<file path="src/rtl/aes_ctrl_pkg.sv">
// rtl/aes_ctrl_pkg.sv - shared encodings and constants for the AES round control path
package aes_ctrl_pkg;

    localparam logic [1:0] ST_IDLE  = 2'd0;
    localparam logic [1:0] ST_ROUND = 2'd1;
    localparam logic [1:0] ST_FINAL = 2'd2;
    localparam logic [1:0] ST_DONE  = 2'd3;

    typedef enum logic [1:0] {
        IDLE  = ST_IDLE,
        ROUND = ST_ROUND,
        FINAL = ST_FINAL,
        DONE  = ST_DONE
    } state_t;

    localparam int NR_AES128     = 10;
    localparam int NR_AES192     = 12;
    localparam int NR_AES256     = 14;
    localparam int CNT_W_DEFAULT = 4;

endpackage

</file>
<file path="src/rtl/aes_round_sequencer.sv">
// rtl/aes_round_sequencer.sv - AES round control FSM driving the external round counter
module aes_round_sequencer
    import aes_ctrl_pkg::*;
#(
    parameter int NR    = NR_AES128,
    parameter int CNT_W = CNT_W_DEFAULT
) (
    input  logic             clock,
    input  logic             reset,
    input  logic             start,
    input  logic             abort,
    output logic             ready,
    input  logic [CNT_W-1:0] round_count,
    output logic             cnt_load,
    output logic [CNT_W-1:0] cnt_load_value,
    output logic             cnt_inc,
    output logic             cnt_dec,
    output logic             data_load,
    output logic             round_en,
    output logic             final_round,
    output logic             key_step,
    output logic             out_valid,
    input  logic             out_ready,
    output logic             error
);

    localparam logic [CNT_W-1:0] C_NR    = CNT_W'(NR);
    localparam logic [CNT_W-1:0] C_NR_M1 = CNT_W'(NR - 1);

    state_t r_state;
    state_t w_next_state;
    logic   r_error;
    logic   w_fault;

    // State register and sticky counter-consistency flag
    always_ff @(posedge clock) begin
        if (reset) begin
            r_state <= IDLE;
            r_error <= 1'b0;
        end else begin
            r_state <= w_next_state;
            if (w_fault) begin
                r_error <= 1'b1;
            end
        end
    end

    // Next-state and strobe decode; abort and counter faults park the counter at 0
    always_comb begin
        w_next_state   = r_state;
        w_fault        = 1'b0;
        ready          = 1'b0;
        cnt_load       = 1'b0;
        cnt_load_value = '0;
        cnt_inc        = 1'b0;
        data_load      = 1'b0;
        round_en       = 1'b0;
        final_round    = 1'b0;
        key_step       = 1'b0;
        out_valid      = 1'b0;
        case (r_state)
            IDLE: begin
                ready = 1'b1;
                if (start && !abort) begin
                    data_load      = 1'b1;
                    key_step       = 1'b1;
                    cnt_load       = 1'b1;
                    cnt_load_value = CNT_W'(1);
                    w_next_state   = ROUND;
                end
            end
            ROUND: begin
                if (abort) begin
                    cnt_load     = 1'b1;
                    w_next_state = IDLE;
                end else if (round_count == '0 || round_count >= C_NR) begin
                    w_fault      = 1'b1;
                    cnt_load     = 1'b1;
                    w_next_state = IDLE;
                end else begin
                    round_en = 1'b1;
                    key_step = 1'b1;
                    cnt_inc  = 1'b1;
                    if (round_count == C_NR_M1) begin
                        w_next_state = FINAL;
                    end
                end
            end
            FINAL: begin
                if (abort) begin
                    cnt_load     = 1'b1;
                    w_next_state = IDLE;
                end else if (round_count != C_NR) begin
                    w_fault      = 1'b1;
                    cnt_load     = 1'b1;
                    w_next_state = IDLE;
                end else begin
                    round_en     = 1'b1;
                    final_round  = 1'b1;
                    key_step     = 1'b1;
                    w_next_state = DONE;
                end
            end
            DONE: begin
                if (abort) begin
                    cnt_load     = 1'b1;
                    w_next_state = IDLE;
                end else begin
                    out_valid = 1'b1;
                    if (out_ready) begin
                        w_next_state = IDLE;
                    end
                end
            end
            default: begin
                w_next_state = IDLE;
            end
        endcase
    end

    assign cnt_dec = 1'b0;
    assign error   = r_error;

endmodule

</file>
<file path="config.mk">
export PLATFORM = sky130hd
export DESIGN_NAME = aes_round_sequencer
export DESIGN_NICKNAME = d
export VERILOG_FILES = /design/src/rtl/aes_ctrl_pkg.sv /design/src/rtl/aes_round_sequencer.sv
export SDC_FILE = /design/constraint.sdc
export NUM_CORES = 1
export LEC_CHECK = 0
export BUFFER_PORTS_ARGS = -buffer_cell sky130_fd_sc_hd__buf_2
export CAP_MARGIN = 20
export CORE_AREA = 4 4 41 43
export DETAILED_ROUTE_END_ITERATION = 7
export DIE_AREA = 0 0 45 47
export MAX_ROUTING_LAYER = met4
export PLACE_DENSITY = 0.73
export SYNTH_ARGS = -nofsm -noshare
export SYNTH_HDL_FRONTEND = slang
export SYNTH_SLANG_ARGS = --single-unit
</file>
<file path="constraint.sdc">
create_clock -name clock -period 2.4 [get_ports clock]
set_input_delay 0.36 -clock clock [delete_from_list [all_inputs] [get_ports clock]]
set_output_delay 0.36 -clock clock [all_outputs]
set_load 0.02 [all_outputs]
</file>
==> results.ini <==
[run_status]
run_status=finished, final reports clean

[layout]
finalInstanceArea_sq_um=536
area_growth_pct=22.3
fill_cells=150
n_antenna_cell=0
drive_gt1_share_pct=32.9
final_nets=90

[worst_setup_path]
timing_worst_setup_path_type=flip-flop to output port
critical_path.startpoint_type=flip-flop
timing.critical_path.fanout_max=3
regToRegSetupSlack_ps=900
worst_r2r_path_depth=6
worst_r2r_startpoint=r_state[1]$_SDFFE_PP0P_
endpoint_kind=output port
critical-path-slowest-cell=sky130_fd_sc_hd__dfxtp_1
critPathRequiredTime_ps=2040
rr_endpoint=r_state[1]$_SDFFE_PP0P_
cp.arrival_ps=1790
path_cells=inv_1, ha_1, nor2b_1, nor3b_2, nor2_1, a21oi_1, buf_2
cp_slowest_stage_delay_ps=320

[floorplanning]
core_area_sq_um=1300
rows=13
design.die.area_sq_um=2120
initial_utilization_pct=33.7
fp.dieH_um=47
floorplan.die.width_um=45
floorplan.io_pins=23

[power_and_ir_drop]
leakagePower_nw=0.264
p_sw_share_pct=38.1
power.clock.fraction_pct=34.2
cellPowerDensity_nw_per_um2=468
sequentialPowerShare_pct=23.0
p_comb_share_pct=42.8
p_sw_mw=0.0954
p_int_mw=0.155
ir_worst_vdd_mv=0.284

[logic_synthesis]
syn-mean-instance-area_sq_um=7.68
ys_async_sr_fraction_pct=0
synthesis.instances=57
count_of_unique_library_cells_instantiated_by_yosys=31
ys_seq_area_share_pct=13.7
synthFlopType=sky130_fd_sc_hd__dfxtp_1
synth.area.top_cells=sky130_fd_sc_hd__dfxtp_1 14%, sky130_fd_sc_hd__ha_1 11%, sky130_fd_sc_hd__buf_4 8.6%
synthesis.area_sq_um=438
synth_enable_flop_cells=0
postSynthRegisterBits=3
post-synth-top-area-fraction_pct=13.7
yosysWarningCount=0
cell_type_contributing_the_most_total_cell_area_after_synthesis=sky130_fd_sc_hd__dfxtp_1

[run]
cap_violations=0

[global_routing]
gr-total-overflow=0
grt_pass1_vias=445
grt_max_degree=11
global_route_wire_length_before_repair_um=1710
initial_antenna_violation_count=0
grt.total_usage_pct=11.1

[clocking]
clock_pin_transition_on_the_worst_setup_and_hold_timing_paths_ps=40
tritoncts.num_buffers=3
clkSinkCount=3
cts_post_setup_buffers_inserted=0
cts-root-to-sink-buffers=2
htree_depth=1
clock_insertion_delay_worst_skew_ps=230
holdBufCountCts=0
tritoncts_clock_tree=done
cts.repair.resized=0
cts_root_buffer=sky130_fd_sc_hd__clkbuf_4

[timing]
grt_setup_unrepaired=false
timing.final.hold_violations=0
max_clock_freq_ghz=0.465
fin_tns_setup_ps=0
period_share_pct=89.7
finalCriticalPeriod_ps=2150
report.final.setup_viol=0
slew_violations=0
fin_worst_skew_ps=1.99

[hold_path]
hold_end=r_state[1]$_SDFFE_PP0P_
hold_path.startpoint=reset
worst_hold_path_type=input pin to flip-flop
worst_hold_path.num_cells=2

[drt]
num_vias=475
wirelength_per_cell_um=12.0
via_per_inst=5.22
first_pass_iters=4
totalWireLength_um=1100
drt_iter0_markers=12
ant_nets=0
drc=0

[place]
buffer_ports.inserted=18
detailed_place_hpwl_um=916
gp_routability_congestion=0.787
dpl-instance-area_sq_um=509

kinds of logic after synthesis:
group	Yosys count	share of synthesized area, %
compound gates	16	26.6
fa+ha+maj	4	11.4
buf+inv	12	16.3
flops	3	13.7
other cells	1	0.856
simple gates	21	31.1
placed cells by master (no fill, tap or decap), types with 2 or more instances in the layout:
cell type	count
sky130_fd_sc_hd__a211oi_1	2
sky130_fd_sc_hd__a21oi_1	3
sky130_fd_sc_hd__buf_2	18
sky130_fd_sc_hd__clkbuf_4	3
sky130_fd_sc_hd__conb_1	4
sky130_fd_sc_hd__dfxtp_1	3
sky130_fd_sc_hd__ha_1	4
sky130_fd_sc_hd__inv_1	6
sky130_fd_sc_hd__nand3_1	4
sky130_fd_sc_hd__nor2_1	3
sky130_fd_sc_hd__nor2b_1	4
sky130_fd_sc_hd__o21a_1	2
worst max-delay path, delay by kind of cell, from the launching register on:
kind	cells	cell delay (ps)
compound gates	1	140
flops	1	320
simple gates	3	650
buf+inv	2	270
fa+ha+maj	1	170
power by group through the flow:
stage	registers (mW)	clock network, mW	logic, mW
4_1_cts	0.0575	0.0911	0.107
5_1_grt	0.0580	0.0992	0.118
3_5_place_dp	0.0583	0	0.106
6_report	0.0576	0.0858	0.107
2_1_floorplan	0.0577	0	0.0817
3_3_place_gp	0.0585	0	0.105
per-layer routing:
metal	share of wire (%)	wire [um]	track usage, %
met5	0	0	-
met2	44	487	18.1
met1	46	501	13.6
met4	0	0	1.75
met3	9.7	106	3.45
state kept, by name, indices dropped and copies added, names as in the netlist:
register,cells
error,1
r_state,2
worst max-delay path by stage:
stage                                       start       end  slack [ps]  cells past startpoint
after CTS                 r_state[1]$_SDFFE_PP0P_  key_step         260                      7
final                     r_state[1]$_SDFFE_PP0P_  key_step         250                      7
after detailed placement  r_state[1]$_SDFFE_PP0P_  key_step         520                      7
after global placement    r_state[1]$_SDFFE_PP0P_  key_step         560                      7
after floorplan           r_state[1]$_SDFFE_PP0P_  key_step         390                      6
after global routing      r_state[1]$_SDFFE_PP0P_  key_step          80                      7
synth_stat cells (2+ instances only):
library cell               number
sky130_fd_sc_hd__a211oi_1       2
sky130_fd_sc_hd__a21oi_1        3
sky130_fd_sc_hd__buf_4          5
sky130_fd_sc_hd__dfxtp_1        3
sky130_fd_sc_hd__ha_1           4
sky130_fd_sc_hd__inv_1          6
sky130_fd_sc_hd__nand3_1        4
sky130_fd_sc_hd__nor2_1         3
sky130_fd_sc_hd__nor2b_1        4
sky130_fd_sc_hd__o21a_1         2
metrics by stage:
step / utilization (%) / total power, mW / worst slack, ps / cells / hold WS, ps
after floorplan: - / 0.139 / 391 / 60 / 422
after detailed placement: 39.1 / 0.164 / 518 / 87 / 559
after global placement: 39.1 / 0.164 / 559 / 87 / 555
after CTS: 41.2 / 0.255 / 263 / 91 / 323
after global routing: 41.2 / 0.275 / 82.9 / 91 / 317
final: 41.2 / 0.250 / 247 / 91 / 332
area by class of cell:
| cell class | instances | area [sq um] | area share (%) |
|---|---|---|---|
| clock buffers | 4 | 26.3 | 4.91 |
| flip-flops and latches | 3 | 60.1 | 11.2 |
| well taps | 15 | 18.8 | 3.50 |
| inverters | 6 | 22.5 | 4.21 |
| repair buffers | 18 | 90.1 | 16.8 |
| multi-input cells | 45 | 318 | 59.3 |
Power figures use the tool's default switching activity.
